$ cat config.mk
export PLATFORM = sky130hd
export DESIGN_NAME = alg_amba_vip_base_delay_distr_loader
export DESIGN_NICKNAME = d
export VERILOG_FILES = /design/src/rtl/alg_amba_vip_base_delay_distr_pkg.sv /design/src/rtl/alg_amba_vip_base_lfsr16.sv /design/src/rtl/alg_amba_vip_base_delay_distr_loader.sv
export SDC_FILE = /design/constraint.sdc
export NUM_CORES = 1
export LEC_CHECK = 0
export ABC_AREA = 1
export BUFFER_PORTS_ARGS = -buffer_cell sky130_fd_sc_hd__buf_2
export CORE_MARGIN = 2
export CORE_UTILIZATION = 35
export CTS_BUF_LIST = sky130_fd_sc_hd__clkbuf_8 sky130_fd_sc_hd__clkbuf_16
export DETAILED_ROUTE_END_ITERATION = 6
export GPL_TIMING_DRIVEN = 0
export PLACE_DENSITY_LB_ADDON = 0.12
export SYNTH_ARGS = -nofsm -noshare
export SYNTH_HDL_FRONTEND = slang
export SYNTH_HIERARCHICAL = 1
export SYNTH_SLANG_ARGS = --single-unit
$ cat constraint.sdc
create_clock -name clk -period 8.35 [get_ports clk]
set_input_delay 0.835 -clock clk [delete_from_list [all_inputs] [get_ports clk]]
set_output_delay 0.835 -clock clk [all_outputs]
set_load 0.005 [all_outputs]
$ cat src/rtl/alg_amba_vip_base_delay_distr_pkg.sv
// Shared types and helpers for the AMBA VIP delay-distribution table loader.
package alg_amba_vip_base_delay_distr_pkg;

  localparam int TABLE_WIDTH = 11;
  localparam int TABLE_DEPTH = 256;
  localparam logic [15:0] LFSR_DEFAULT_SEED = 16'hACE1;

  typedef enum logic [1:0] {
    MODE_FIXED   = 2'd0,
    MODE_RAMP    = 2'd1,
    MODE_UNIFORM = 2'd2,
    MODE_BIMODAL = 2'd3
  } distr_mode_e;

  // Same polynomial as the delay line's table read LFSR.
  function automatic logic [15:0] lfsr_next(input logic [15:0] l);
    return {l[14:0], l[3] ^ l[12] ^ l[14] ^ l[15]};
  endfunction

endpackage

$ cat src/rtl/alg_amba_vip_base_lfsr16.sv
// Seedable 16-bit LFSR; a zero seed would lock up, so it is replaced by a fixed one.
module alg_amba_vip_base_lfsr16
  import alg_amba_vip_base_delay_distr_pkg::*;
(
  input  logic        clk,
  input  logic        rstn,
  input  logic        load,
  input  logic [15:0] seed,
  input  logic        advance,
  output logic [15:0] state
);

  // Load has priority over advance so a new sequence always starts from the seed.
  always_ff @(posedge clk) begin
    // NOTE: sequential state uses non-blocking assignments so every flop samples pre-edge values.
    if (!rstn) begin
      state <= LFSR_DEFAULT_SEED;
    end else if (load) begin
      state <= (seed == 16'd0) ? LFSR_DEFAULT_SEED : seed;
    end else if (advance) begin
      state <= lfsr_next(state);
    end
  end

endmodule

$ cat src/rtl/alg_amba_vip_base_delay_distr_loader.sv
// Loads all 256 delay-distribution entries of the delay line from a compact profile,
// then pulses the pointer reset and re-enables the line.
module alg_amba_vip_base_delay_distr_loader
  import alg_amba_vip_base_delay_distr_pkg::*;
#(
  parameter int DELAYLINE_OUTSTANDING_LOG2 = 6
) (
  input  logic                                 clk,
  input  logic                                 rstn,
  input  logic                                 cfg_start,
  input  logic [1:0]                           cfg_mode,
  input  logic [TABLE_WIDTH-1:0]               cfg_min,
  input  logic [TABLE_WIDTH-1:0]               cfg_max,
  input  logic [15:0]                          cfg_seed,
  input  logic [DELAYLINE_OUTSTANDING_LOG2-1:0] cfg_nbreq,
  input  logic                                 cfg_enable,
  output logic [15:0]                          distr_value,
  output logic                                 distr_write,
  output logic                                 distr_rstptr,
  output logic [15:0]                          distr_seed,
  output logic [DELAYLINE_OUTSTANDING_LOG2-1:0] distr_nbreq,
  output logic                                 distr_enable,
  output logic                                 busy,
  output logic                                 done
);

  localparam int CNT_W = $clog2(TABLE_DEPTH) + 1;

  typedef enum logic [2:0] {
    ST_IDLE,
    ST_DISABLE,
    ST_FILL,
    ST_RSTPTR,
    ST_ENABLE
  } state_e;

  state_e                 state_q, state_d;
  logic                   accept;
  logic                   gen;
  // Holds the index of the entry generated on the next edge; its MSB marks the end of FILL.
  logic [CNT_W-1:0]       cnt_q;
  distr_mode_e            mode_q;
  logic [TABLE_WIDTH-1:0] min_q, max_q;
  logic                   en_q;
  logic [15:0]            lfsr_state;
  logic [TABLE_WIDTH-1:0] range;
  logic [19:0]            ramp_prod, uni_prod;
  logic [TABLE_WIDTH-1:0] gen_value;

  alg_amba_vip_base_lfsr16 u_lfsr (
    .clk     (clk),
    .rstn    (rstn),
    .load    (accept),
    .seed    (cfg_seed),
    .advance (gen),
    .state   (lfsr_state)
  );

  // Next-state logic; ENABLE behaves like IDLE so back-to-back loads lose no cycle.
  always_comb begin
    // NOTE: every always_comb output gets a default first so no path infers a latch.
    state_d = state_q;
    accept  = 1'b0;
    unique case (state_q)
      ST_IDLE, ST_ENABLE: begin
        if (cfg_start) begin
          state_d = ST_DISABLE;
          accept  = 1'b1;
        end else begin
          state_d = ST_IDLE;
        end
      end
      ST_DISABLE: state_d = ST_FILL;
      ST_FILL:    if (cnt_q == CNT_W'(TABLE_DEPTH)) state_d = ST_RSTPTR;
      ST_RSTPTR:  state_d = ST_ENABLE;
      default:    state_d = ST_IDLE;
    endcase
    gen = (state_d == ST_FILL);
  end

  // Entry value for the current index and LFSR state, registered into distr_value below.
  always_comb begin
    range     = max_q - min_q;
    ramp_prod = 20'(range) * 20'(cnt_q[7:0]);
    uni_prod  = (20'(range) + 20'd1) * 20'(lfsr_state & 16'h00FF);
    gen_value = min_q;
    unique case (mode_q)
      MODE_FIXED:   gen_value = min_q;
      MODE_RAMP:    gen_value = min_q + TABLE_WIDTH'(ramp_prod >> 8);
      MODE_UNIFORM: gen_value = min_q + TABLE_WIDTH'(uni_prod >> 8);
      MODE_BIMODAL: gen_value = lfsr_state[0] ? max_q : min_q;
      default:      gen_value = min_q;
    endcase
  end

  // FSM state, configuration capture and the index counter.
  always_ff @(posedge clk) begin
    if (!rstn) begin
      state_q <= ST_IDLE;
      cnt_q   <= '0;
      mode_q  <= MODE_FIXED;
      min_q   <= '0;
      max_q   <= '0;
      en_q    <= 1'b0;
    end else begin
      state_q <= state_d;
      if (accept) begin
        cnt_q  <= '0;
        mode_q <= distr_mode_e'(cfg_mode);
        min_q  <= cfg_min;
        max_q  <= (cfg_max < cfg_min) ? cfg_min : cfg_max;
        en_q   <= cfg_enable;
      end else if (gen) begin
        cnt_q <= cnt_q + CNT_W'(1);
      end
    end
  end

  // Registered outputs, derived from the state being entered on this edge.
  always_ff @(posedge clk) begin
    if (!rstn) begin
      distr_value  <= '0;
      distr_write  <= 1'b0;
      distr_rstptr <= 1'b0;
      distr_seed   <= '0;
      distr_nbreq  <= '0;
      distr_enable <= 1'b0;
      busy         <= 1'b0;
      done         <= 1'b0;
    end else begin
      distr_write  <= gen;
      distr_rstptr <= (state_d == ST_RSTPTR);
      busy         <= (state_d == ST_DISABLE) || gen || (state_d == ST_RSTPTR);
      if (gen) distr_value <= {{(16 - TABLE_WIDTH){1'b0}}, gen_value};
      if (accept) begin
        distr_seed   <= cfg_seed;
        distr_nbreq  <= cfg_nbreq;
        distr_enable <= 1'b0;
        done         <= 1'b0;
      end else if (state_d == ST_ENABLE) begin
        distr_enable <= en_q;
        done         <= 1'b1;
      end
    end
  end

endmodule
# After elaboration in Yosys (flattened, before gate mapping)
# Cells that the tools add are included.
[op_classes] n_div=0 shift=0 bitwise_logic=4 eq_ne=12 reduce_logical=8 mul=2 mux=11 magnitude_cmp=1 n_addsub=5
[op_table] op="$mux W16" n=3
[op_table] op="$pmux W11 S4" n=1
[op_table] op="$add A11 B11 Y11" n=2
[op_table] op="$mux W11" n=2
[op_table] op="$mul A11 B8 Y19" n=1
[op_table] op="$mul A12 B8 Y19" n=1
[op_table] op="$logic_not A16 Y1" n=1
[op_table] op="$add A11 B1 Y12 const B" n=1
[op_table] op="$eq A3 B2 Y1 const B" n=4
[op_table] op="$pmux W3 S4" n=1
[op_table] op="$lt A11 B11 Y1" n=1
[op_table] op="$sub A11 B11 Y11" n=1
[op_table] op="$add A9 B1 Y9 const B" n=1
[op_table] op="$eq A9 B9 Y1 const B" n=1
[op_table] op="$eq A3 B1 Y1 const B" n=2
[op_table] op="$eq A3 B3 Y1 const B" n=2
[op_table] op="$eq A2 B2 Y1 const B" n=2
[op_table] op="$reduce_or A2 Y1" n=2
[op_table] op="$logic_not A3 Y1" n=1
[op_table] op="$mux W1" n=3
[op_table] op="$mux W3" n=1
[op_table] op="$xor A1 B1 Y1" n=3
[op_table] op="$eq A2 B1 Y1 const B" n=1
[op_table] op="$logic_not A2 Y1" n=1
[op_table] op="other kinds (3)" n=4
[word_totals] latchBits=0 output_inout_bits=43 inputBits=50 rom_bits=0 elab_cells=58 ram_bits=0 memories=0 register_bits=91

# Depth between registers and ports, before layout
[depth] word_depth=6 mapped_depth=50

# By module
# The synthesis kept the hierarchy.
[by_module_without_submodules] mod="alg_amba_vip_base_delay_distr_loader" instances=1 area_each_um2=10017.1 cells_per_inst=1385
[by_module_without_submodules] mod="alg_amba_vip_base_lfsr16" instances=1 area_each_um2=915.9 cells_per_inst=144

# Worst setup path before layout
# OpenSTA, ideal clock, no wires.
[synth_path] kind="register to register" from="register min_q[0]" to="register distr_value[10]" path_stages_with_launch=48 path_slack_ps=1091 required_ps=8283 period_less_slack_ps=7259 setup_time_ps=67 t_arrival_ps=7192 path_buffers=1 cell_sequence="dfxtp_1 > ha_1 > inv_1 > fa_1 > buf_2 > nand2_1 > nor2_2 > nand3_1 > nor2_2 > nand3_1 > nand2_1 > nand2_1 > inv_1 > nand2_1 > fa_1 > inv_1 > fa_1 > fa_1 > [... 12 more ...] > a21boi_0 > o21ai_1 > a21oi_1 > o21ai_0 > nand2_1 > inv_1 > ha_1 > nand2_1 > nor2_1 > nand3_1 > o2111ai_1 > xor2_1 > inv_1 > nand3_1 > nand3_1 > nand2_1 > nand2_1 > a21oi_2"
[synth_via] elab_chain_cells=5 elab_cells_between_ends=7 cone_classes="add/sub: 4; mul: 2; mux: 1"
[synth_rtl] item="from (decl)" line_no="alg_amba_vip_base_delay_distr_loader.sv:43" text="logic [TABLE_WIDTH-1:0] min_q, max_q;"
[synth_rtl] item="from (signal assigned)" line_no="alg_amba_vip_base_delay_distr_loader.sv:110" text="min_q <= cfg_min;"
[synth_rtl] item="$sub A11 B11 Y11" line_no="alg_amba_vip_base_delay_distr_loader.sv:83" text="range = max_q - min_q;"
[synth_rtl] item="$add A11 B1 Y12" line_no="alg_amba_vip_base_delay_distr_loader.sv:85" text="uni_prod = (20'(range) + 20'd1) * 20'(lfsr_state & 16'h00FF);"
[synth_rtl] item="$mul A12 B8 Y19" line_no="alg_amba_vip_base_delay_distr_loader.sv:85"
[synth_rtl] item="$add A11 B11 Y11" line_no="alg_amba_vip_base_delay_distr_loader.sv:90" text="MODE_UNIFORM: gen_value = min_q + TABLE_WIDTH'(uni_prod >> 8);"
[synth_rtl] item="$pmux W11 S4 (*)" line_no="alg_amba_vip_base_delay_distr_loader.sv:87" text="unique case (mode_q)"
[synth_rtl] item="to (signal assigned)" line_no="alg_amba_vip_base_delay_distr_loader.sv:134" text="if (gen) distr_value <= {{(16 - TABLE_WIDTH){1'b0}}, gen_value};"
[synth_rtl] item="to (decl)" line_no="alg_amba_vip_base_delay_distr_loader.sv:17" text="output logic [15:0] distr_value,"
# Every way passes the cells marked *; elsewhere a longest branch is shown, timed or not.
# A chain may end at the register's enable or synchronous reset.

# Final worst setup path
[layout_path] from="register max_q[0]" to="register distr_value[8]"
[layout_via] elab_chain_cells=5 elab_cells_between_ends=7 cone_classes="add/sub: 4; mul: 2; mux: 1"
[layout_rtl] item="from (decl)" line_no="alg_amba_vip_base_delay_distr_loader.sv:43"
[layout_rtl] item="from (signal assigned)" line_no="alg_amba_vip_base_delay_distr_loader.sv:111" text="max_q <= (cfg_max < cfg_min) ? cfg_min : cfg_max;"
[layout_rtl] item="$sub A11 B11 Y11 (*)" line_no="alg_amba_vip_base_delay_distr_loader.sv:83"
[layout_rtl] item="$add A11 B1 Y12" line_no="alg_amba_vip_base_delay_distr_loader.sv:85"
[layout_rtl] item="$mul A12 B8 Y19" line_no="alg_amba_vip_base_delay_distr_loader.sv:85"
[layout_rtl] item="$add A11 B11 Y11" line_no="alg_amba_vip_base_delay_distr_loader.sv:90"
[layout_rtl] item="$pmux W11 S4 (*)" line_no="alg_amba_vip_base_delay_distr_loader.sv:87"
# Marks and branches as above.

==> metrics.csv <==
stage,metric,value,unit
status,run status,"complete, no violations",
timing,FMAX,126.2,MHz
synthesis,syn_area_per_cell,7.150,um^2
cts,"Clk Latency, worst-skew pair",0.36,ns
worst_setup_path,worst path required time,8.57,ns
cts,clk root buf,clkbuf_16,
global_route,initial antenna violation count,0,
synthesis,Simple-Gate Fraction of Synth Area,0.2404,
cts,CTS tree,built,
die,# IOs,93,
die,Initial Util,0.3565,
detailed_routing,DRC errors left,0,
synthesis,Synth Area in Adders,0.3294,
synthesis,post-synth cell types,55,
die,chip height,180.7,um
global_route,pin count of the biggest net entering global routing,17,
detailed_routing,Routed WL,31.87,mm
place,I/O Buffers,87,
global_route,GRT Util Overall,0.1994,
timing,max_slew headroom,0.5521,
worst_setup_path,Slowest cell on crit path,fa_2,
global_route,M3 GR Usage,0.02217,
detailed_routing,drt first pass iters,4,
layout,layout cells sized above 1,0.1416,
synthesis,"Cell Area, Synth",10930,um^2
flow_run,max-cap viol count,0,
die,Die ar.,32670,um^2
detailed_routing,Via Count,9889,
layout,ant diodes,0,
timing,final-report hold violation count,0,
global_route,aggregate global routing overflow,0,
layout,post-layout instance area,12390,um^2
synthesis,post-synthesis mux area share,0,
synthesis,Ys Warns,6,
die,core area,30670,um^2
detailed_routing,Via density,4.845,
layout,Post-Layout Cell Count,2041,
timing,clk_skew,0.007418,ns
worst_setup_path,CP Launch Type,flip-flop,
synthesis,Synth Instances,1529,
place,placed cell area,11880,um^2
worst_setup_path,critical path class,flip-flop to flip-flop,
global_route,number of global-route vias before repair,9817,
global_route,first-pass GRT wire length,51.92,mm
worst_setup_path,"Largest delay share family, worst path",adder cells,
cts,CTS max path bufs,2,
synthesis,xor and xnor fraction of the mapped netlist area,0.01511,
pwr,LEAKAGE,0.006393,uW
synthesis,Post-synth ARST share,0,
synthesis,cell taking the most area after synthesis,fa_1,
layout,Fill cells,3341,
cts,CTS Hold Bufs,0,
cts,CTS buffer count,9,
place,RD Place Congestion,0.8793,
timing,Least-Margin Pin Slew,0.6719,ns
worst_setup_path,CP max stage delay,0.61,ns
place,placed insts,2016,
timing,final worst-path cycle share,0.9487,
min_path,worst hold path class,flip-flop to flip-flop,
worst_setup_path,worst reg2reg startpoint,max_q[0],
synthesis,Synth Area in Compound Gates,0.1257,
worst_setup_path,maximum fanout along the worst path,8,
worst_setup_path,crit path DAT,8.14,ns
synthesis,Post-synth top flop,dfxtp_1,
place,Post-DP HPWL,26.41,mm
global_route,met2 Track Usage GR,0.3303,
die,row cnt,64,
synthesis,"Seq/Total Area, Yosys",0.1666,
synthesis,synthesis-stage register bit count,91,
timing,Tmin final,7.922,ns
synthesis,largest family of logic cells by synthesized area,adder cells,
pwr,power per cell area,344.2,nW/um^2
global_route,met1 Resource Use GR,0.2780,
pwr,Peak VDD IR,313.8,uV
die,Die X,180.7,um
worst_setup_path,Worst Path Buf+Inv,8,
cts,"Reg clk slew, reported paths",0.07,ns
timing,final slew viol count,0,
min_path,Hold Crit Start,state_q[2],
detailed_routing,initial detailed-routing violation count,502,
synthesis,ranking of synthesized cells by area,"fa_1 (21%), dfxtp_1 (17%), ha_1 (12%)",
place,pre-CTS setup slack,-0.5182,ns
worst_setup_path,CP Capture Type,flip-flop,
detailed_routing,DRT antenna net count,0,
cts,H-tree depth,3,
layout,Area Growth Syn to Fin,13.29,%
detailed_routing,Avg WL per Cell,15.61,um
global_route,grt peak-use layer,met2,
cts,CTS Sinks,91,
synthesis,Post-synth EDFFs,0,
timing,# setup viols final,0,
worst_setup_path,Setup crit start,max_q[0],
timing,PnR worst setup slack,0.4282,ns
layout,fin nets,1910,
synthesis,share of the synthesized area in the top cell type,0.2069,
[sequential cells by signal, summed over array words and instances (netlist names)]
| name | flops |
|---|---|
| busy | 1 |
| distr_enable | 1 |
| cnt_q | 9 |
| distr_nbreq | 6 |
| distr_value | 11 |
| mode_q | 2 |
| distr_write | 1 |
| u_lfsr/state | 16 |
| max_q | 11 |
| en_q | 1 |
| distr_seed | 16 |
| done | 1 |
| min_q | 11 |
| distr_rstptr | 1 |
| state_q | 3 |
[where the power goes]
part           internal, uW  switching, uW
clock                   209            184
combinational          1320           2040
sequential              472           39.8
total                  2000           2260
[cells in the mapped netlist (9+ instances only)]
library cell,instances
o22ai_1,15
nand3_1,49
inv_1,281
nor2_1,199
clkinv_1,9
a21oi_1,83
nand2_1,299
fa_1,113
xor2_1,9
ha_1,107
clkbuf_1,25
nand2_2,22
o21ai_0,92
dfxtp_1,91
[layout by cell type, fill, tap and decap left out, types with 4 or more instances in the layout]
| cell | n |
|---|---|
| o211ai_1 | 4 |
| o21ai_1 | 10 |
| o21ai_0 | 86 |
| a21oi_2 | 4 |
| nor3_1 | 7 |
| nand2_2 | 26 |
| o32ai_1 | 6 |
| buf_4 | 17 |
| or2_2 | 6 |
| nor2_4 | 5 |
| nand3_2 | 7 |
| nand3_1 | 46 |
| xor2_1 | 8 |
| nand4_1 | 8 |
| o21ai_2 | 4 |
| o22ai_1 | 14 |
| conb_1 | 5 |
| a31oi_1 | 8 |
| nand2_1 | 293 |
| inv_1 | 276 |
| clkbuf_16 | 9 |
| nand2_4 | 6 |
| fa_1 | 112 |
| buf_2 | 94 |
| nor2_1 | 194 |
| nor2_2 | 8 |
| a21oi_1 | 80 |
| clkbuf_1 | 25 |
| ha_1 | 103 |
| clkinv_1 | 9 |
| inv_2 | 13 |
| dfxtp_1 | 90 |
| o31ai_1 | 5 |
[cell families (layout without fill, tap and decap cells)]
logic type | count (synthesis) | in the layout
AND/OR/NAND/NOR | 619 | 619
adder cells (fa/ha/maj) | 220 | 220
buffers and inverters | 341 | 453
flip-flops | 91 | 91
AO/OA/AOI/OAI | 242 | 242
XOR/XNOR | 15 | 15
other | 1 | 5
[final cells by class]
type | instances | area [um^2] | area share
plain buffers | 42 | 220.2 | 0.01778
clock buffers | 10 | 239.0 | 0.01929
clock inverters | 6 | 38.79 | 0.003132
inverters | 299 | 1125 | 0.09082
multi-input cells | 1101 | 7939 | 0.6410
flip-flops and latches | 91 | 1826 | 0.1474
well taps | 396 | 495.5 | 0.04000
repair buffers | 96 | 503.0 | 0.04061
[worst paths after layout]
check        slack [ns]  cells after the start              to
max                0.43                     44  distr_value[8]
min                0.45                      1      state_q[2]
max reg2reg        0.43                     44  distr_value[8]
min reg2reg        0.45                      1      state_q[2]
[repair_timing]
| action | 4_1_cts | 5_1_grt |
|---|---|---|
| pin swaps | 2 | 12 |
| endpoints found under the hold margin | 0 | 0 |
| endpoints found under the setup margin | 5 | 5 |
| setup buffers | 0 | 9 |
| gates resized for setup | 14 | 37 |
[stage by stage]
| stage | power [uW] | setup TNS, ns | utilization | hold slack [ns] |
|---|---|---|---|---|
| after floorplan | 2876 | 0 | - | 0.4231 |
| after global placement | 3623 | -1.447 | 0.3873 | 0.4357 |
| after detailed placement | 3651 | -1.465 | 0.3873 | 0.4423 |
| after CTS | 4108 | 0 | 0.3979 | 0.4590 |
| after global routing | 4833 | -0.07383 | 0.4038 | 0.4876 |
| final | 4263 | 0 | 0.4038 | 0.4539 |
[routing by layer]
metal / wire, um / up-vias
li1: - / 5000
met1: 15670 / 4686
met2: 14640 / 173
met3: 1059 / 30
met4: 503 / 0
met5: 0 / -
Power figures use the tool's default switching activity.
